==> src/rtl/crc8_pkg.sv <==
// Shared CRC-8 definitions: generator polynomial, single-bit update and
// checker state encoding. Used by crc8, crc8_shift_unit and crc8_checker.
package crc8_pkg;

  // Generator polynomial, MSB-first, implicit x^8 term.
  localparam logic [7:0] CRC8_POLY = 8'h8B;

  typedef enum logic [2:0] {
    ST_IDLE  = 3'd0,
    ST_WAIT  = 3'd1,
    ST_SHIFT = 3'd2,
    ST_CHECK = 3'd3,
    ST_DONE  = 3'd4
  } state_t;

  // One bit-serial CRC step: feedback is the outgoing MSB xor the incoming bit.
  function automatic logic [7:0] crc8_step(input logic [7:0] crc, input logic din);
    logic fb;
    fb = crc[7] ^ din;
    return {crc[6:0], 1'b0} ^ (fb ? CRC8_POLY : 8'h00);
  endfunction

endpackage

==> src/rtl/crc8_shift_unit.sv <==
// Bit-serial CRC-8 engine: CRC register, byte shift register and bit counter.
// load seeds the CRC, byte_load latches a new byte, step consumes its MSB.
module crc8_shift_unit
  import crc8_pkg::*;
(
  input  logic       clk_i,
  input  logic       rst_i,
  input  logic       load,
  input  logic [7:0] load_val,
  input  logic       byte_load,
  input  logic [7:0] byte_val,
  input  logic       step,
  output logic [7:0] crc,
  output logic       last_bit
);

  logic [7:0] crc_r;
  logic [7:0] byte_r;
  logic [2:0] bit_cnt_r;

  // CRC register: seed on load, advance one bit per step.
  always_ff @(posedge clk_i) begin
    if (!rst_i) begin
      crc_r <= 8'h00;
    end else if (load) begin
      crc_r <= load_val;
    end else if (step) begin
      crc_r <= crc8_step(crc_r, byte_r[7]);
    end else begin
      crc_r <= crc_r;
    end
  end

  // Byte shift register and bit counter: MSB is always the next bit to consume.
  always_ff @(posedge clk_i) begin
    if (!rst_i) begin
      byte_r    <= 8'h00;
      bit_cnt_r <= 3'd0;
    end else if (byte_load) begin
      byte_r    <= byte_val;
      bit_cnt_r <= 3'd0;
    end else if (step) begin
      byte_r    <= {byte_r[6:0], 1'b0};
      bit_cnt_r <= bit_cnt_r + 3'd1;
    end else begin
      byte_r    <= byte_r;
      bit_cnt_r <= bit_cnt_r;
    end
  end

  assign crc      = crc_r;
  assign last_bit = (bit_cnt_r == 3'd7);

endmodule

==> config.mk <==
export PLATFORM = sky130hd
export DESIGN_NAME = crc8_shift_unit
export DESIGN_NICKNAME = d
export VERILOG_FILES = /design/src/rtl/crc8_pkg.sv /design/src/rtl/crc8_shift_unit.sv
export SDC_FILE = /design/constraint.sdc
export NUM_CORES = 1
export LEC_CHECK = 0
export BUFFER_PORTS_ARGS = -buffer_cell sky130_fd_sc_hd__buf_2
export CAP_MARGIN = 10
export CELL_PAD_IN_SITES_DETAIL_PLACEMENT = 0
export CELL_PAD_IN_SITES_GLOBAL_PLACEMENT = 2
export CORE_AREA = 2 2 62 64
export CTS_CLUSTER_SIZE = 28
export DETAILED_ROUTE_END_ITERATION = 12
export DIE_AREA = 0 0 64 66
export HOLD_SLACK_MARGIN = 0.03
export PLACE_DENSITY = 0.84
export SYNTH_ARGS = -nofsm -noshare
export SYNTH_HDL_FRONTEND = slang
export SYNTH_SLANG_ARGS = --single-unit
==> constraint.sdc <==
create_clock -name clk_i -period 1.4 [get_ports clk_i]
set_input_delay 0.14 -clock clk_i [delete_from_list [all_inputs] [get_ports clk_i]]
set_output_delay 0.14 -clock clk_i [all_outputs]
set_load 0.01 [all_outputs]
# After elaboration in Yosys (flattened, before gate mapping)
# Cells that the tools add are included.
# word_totals
ff_bits,19
inputBits,21
output_inout_bits,9
wordCells,16
# op_classes
addsub,1
eq_ne,1
muxes,5
bitwise,3
n_reduce_logical,3
# ops
operator,count
8-bit 2-to-1 mux,5
8-bit bitwise XOR,1
2-bit nonzero test,2
3-bit by 1-bit adder with 3-bit output (second input constant),1
3-bit equality test (second input constant),1
2-bit OR reduction,1
1-bit NOT,1
1-bit bitwise XOR,1

# Logic depth before layout (Yosys ltp)
# depth
depth_word,5
mapped_depth,5

# Worst setup path after synthesis
# OpenSTA, ideal clock, no wires.
# synth_path
kind,flip-flop to flip-flop
start,reg crc_r[7] (netlist: crc[7])
end,reg crc_r[1] (netlist: crc[1])
arrival_time_ps,953
setup_slack_ps,327
path_stages_with_launch,4
n_path_buf,0
path_cell_list,dfxtp_1 > xnor2_1 > nor4bb_1 > a211o_1
# synth_via
elab_chain_cells,5
# synth_lines
element,line_no,rtl
start: declaration,crc8_shift_unit.sv:17,logic [7:0] crc_r;
start signal: assignment,crc8_shift_unit.sv:26,crc_r <= load_val;
start signal: assignment,crc8_shift_unit.sv:28,"crc_r <= crc8_step(crc_r, byte_r[7]);"
start signal: assignment,crc8_shift_unit.sv:30,crc_r <= crc_r;
1-bit bitwise XOR,crc8_pkg.sv:19,fb = crc[7] ^ din;
8-bit 2-to-1 mux,crc8_pkg.sv:20,"return {crc[6:0], 1'b0} ^ (fb ? CRC8_POLY : 8'h00);"
8-bit bitwise XOR,crc8_pkg.sv:20,
8-bit 2-to-1 mux,crc8_shift_unit.sv:27,end else if (step) begin
8-bit 2-to-1 mux,crc8_shift_unit.sv:25,end else if (load) begin
# Every way passes these cells. The select of a mux whose other input is x is not followed.
# A chain may end at the register's enable or synchronous reset.

# Worst setup path in the final report
# layout_path
start,reg bit_cnt_r[0]
end,out last_bit
# layout_via
elab_chain_cells,1
# layout_lines
element,line_no,rtl
start: declaration,crc8_shift_unit.sv:19,logic [2:0] bit_cnt_r;
start signal: assignment,crc8_shift_unit.sv:44,bit_cnt_r <= bit_cnt_r + 3'd1;
start signal: assignment,crc8_shift_unit.sv:47,bit_cnt_r <= bit_cnt_r;
3-bit equality test,crc8_shift_unit.sv:52,assign last_bit = (bit_cnt_r == 3'd7);
end: declaration,crc8_shift_unit.sv:14,output logic last_bit
# Every way passes these cells.

==> run summary <==
DRC -> 0
FP Rows -> 22
critical path data required time -> 1260 ps
Final HPWL DP -> 1400 um
setup TNS -> 0 ps
first-pass detailed-route iteration total -> 4
Layout Skew -> 7.83 ps
Slew @ Worst Pin -> 378 ps
postcts setup bufs -> 0
Layout Nets -> 157
initial antenna violation count -> 0
diodes inserted -> 0
Crit Path Max Fanout -> 2
Synth top area share -> 39.9%
CP Data Arrival Time -> 1140 ps
clock-pin slew on the worst setup and hold paths -> 110 ps
grt met3 use -> 2.56%
Initial Utilization -> 26.8%
port bufs -> 29
Hold-fix buffers, CTS -> 0
Final Max Tran Viols -> 0
die width -> 64 um
Post-Syn Nets -> 129
Lkg Pwr -> 0.000548 uW
Die Area -> 0.00422 sq mm
CTS sink cnt -> 19
drt initial violations -> 11
largest net degree at the start of global routing -> 22
pwr/cell area -> 913 mW/mm^2
vias -> 787
post_cts resized -> 0
Final Hold Violating Endpoints -> 0
busiest grt layer -> met2
post-route clock period utilization -> 91.7%
RePlAce Congestion -> 0.684
FF-to-FF path depth -> 3
status -> finished clean
Die Y -> 66 um
Achievable Freq -> 0.779 GHz
Synth Instances -> 106
type of the worst min-delay path -> in2reg
Core Box Area -> 0.00355 sq mm
Yosys top cell by area -> dfxtp_1
design area -> 0.00115 sq mm
Worst path slowest cell -> dfxtp_1
CTS Buffer Depth -> 2
hold_ws -> 91.6 ps
Yosys warnings -> 0
GRT overflow -> 0
I/O pin count -> 30
Setup-failing EPs final -> 0
CTS tree -> done
antenna viol nets, final -> 0
Synth Cell Area -> 953 sq um
Syn Area/Cell -> 8.99 sq um
CTS root buf -> clkbuf_4
first-pass GRT wire length -> 3180 um
filler instances -> 379
Synth area leaders -> dfxtp_1 40%, mux2i_1 14%, and2_1 7.2%
CP Launch Type -> flop
RSZ-0062 raised after global routing -> no
Synth cell types -> 25
dpl cell area -> 0.00113 sq mm
# H-tree levels -> 1
met2 usage in global routing -> 15.6%
share of cells above drive strength 1 -> 27.1%
M1 GR Usage -> 11.8%
kind of critical path -> reg2out
crit end category -> primary output
Post-Route WL -> 1860 um
total CTS buffers -> 3
wire per inst -> 10.3 um
Clk Latency, worst-skew pair -> 300 ps
relative slew slack -> 74.7%
number of synthesized register bits -> 19
Crit path top cell by count -> ha_1
Max IR drop VDD -> 375 uV
crit path cell chain -> ha_1, ha_1, buf_2
Tmin final -> 1280 ps
sequential area share after synthesis -> 39.9%
Worst path max stage delay -> 340 ps
gr usage total -> 9.67%
hold path depth -> 3
vias in the first global route -> 754
max_cap viols -> 0
P&R area growth vs syn -> 21.1%
via/cell ratio -> 4.35
-- Yosys cell counts --
library cell  count
a211o_1           3
a21boi_2          1
a21oi_1           1
and2_1           11
and4_1            2
buf_2             3
buf_4             2
clkbuf_1          1
clkbuf_2          1
dfxtp_1          19
ha_1              2
inv_2             1
mux2i_1          13
nand2_1          14
nand2b_1          4
nor2_1            4
nor2b_1           2
nor3_1            1
nor3b_1           1
nor4bb_1          2
o21a_1            1
o21ai_0           2
o21ai_1          11
o311a_1           1
xnor2_1           3
-- cell type report --
cell class / count / area (sq um) / share of cell area (%)
timing repair buffer: 30 / 153 / 13.2
tap: 48 / 60.1 / 5.20
sequential: 19 / 380 / 32.9
clock buffer: 3 / 22.5 / 1.95
clock inverter: 1 / 5.00 / 0.433
inverter: 1 / 3.75 / 0.325
multi-input combinational: 79 / 531 / 45.9
-- critical path, delay by kind of cell (launching register included) --
family,cells,cell delay [ps]
fa+ha+maj,2,370
flops,1,340
buf+inv,1,130
-- per-layer routing --
metal | routed length (um) | part of all wire (%) | up-vias
met4 | 38 | 2.0 | 0
met3 | 97 | 5.2 | 4
met1 | 973 | 52 | 343
li1 | - | - | 416
met2 | 755 | 41 | 24
met5 | 0 | 0 | -
-- path summary, 6_finish.rpt --
path / start / endpoint / slack, ps
worst min-delay path: load_val[0] / crc[0]$_SDFFE_PN0P_ / 90
worst max-delay path: bit_cnt_r[0]$_SDFFE_PP0P_ / last_bit / 120
worst min register to register: bit_cnt_r[1]$_SDFFE_PP0P_ / bit_cnt_r[1]$_SDFFE_PP0P_ / 510
worst max register to register: byte_r[7]$_SDFFE_PN0P_ / crc[3]$_SDFFE_PN0P_ / 200
-- cells in the final DEF (no fill, tap or decap), types with 2 or more instances in the layout --
cell	instances
ha_1	2
a211o_1	3
nor4bb_1	2
and2_1	11
nand2_1	14
dfxtp_1	19
and4_1	2
nor2b_1	2
buf_2	29
clkbuf_4	3
o21ai_0	2
nand2b_1	4
mux2i_1	13
xnor2_1	3
o21ai_1	11
nor2_1	4
-- registers in the layout, summed over array words and instances, names as in the netlist --
register	flops
byte_r	8
crc	8
bit_cnt_r	3
-- cell families after synthesis --
kind of cell | Yosys count | synth area share, %
and+or+nand+nor | 41 | 23.5
AOI/OAI and AO/OA | 20 | 13.1
DFF | 19 | 39.9
muxes | 13 | 13.6
buffers and inverters | 8 | 4.46
xor gates and xnor gates | 3 | 2.76
adders and majority gates | 2 | 2.62
-- power breakdown --
part | switching, uW | internal, uW
sequential | 22.0 | 572
clock | 172 | 106
combinational | 89.4 | 92.3
total | 284 | 771
-- per-stage QoR --
stage / utilization, % / total power (uW) / worst slack, ps / instances
global placement: 31.7 / 787 / 218 / 177
finish: 32.5 / 1050 / 116 / 181
CTS: 32.5 / 1070 / 96.3 / 181
floorplan: - / 728 / 327 / 106
detailed placement: 31.7 / 792 / 191 / 177
global route: 32.5 / 1120 / 34.8 / 181
Note: power is estimated with default switching activity, not from simulation.
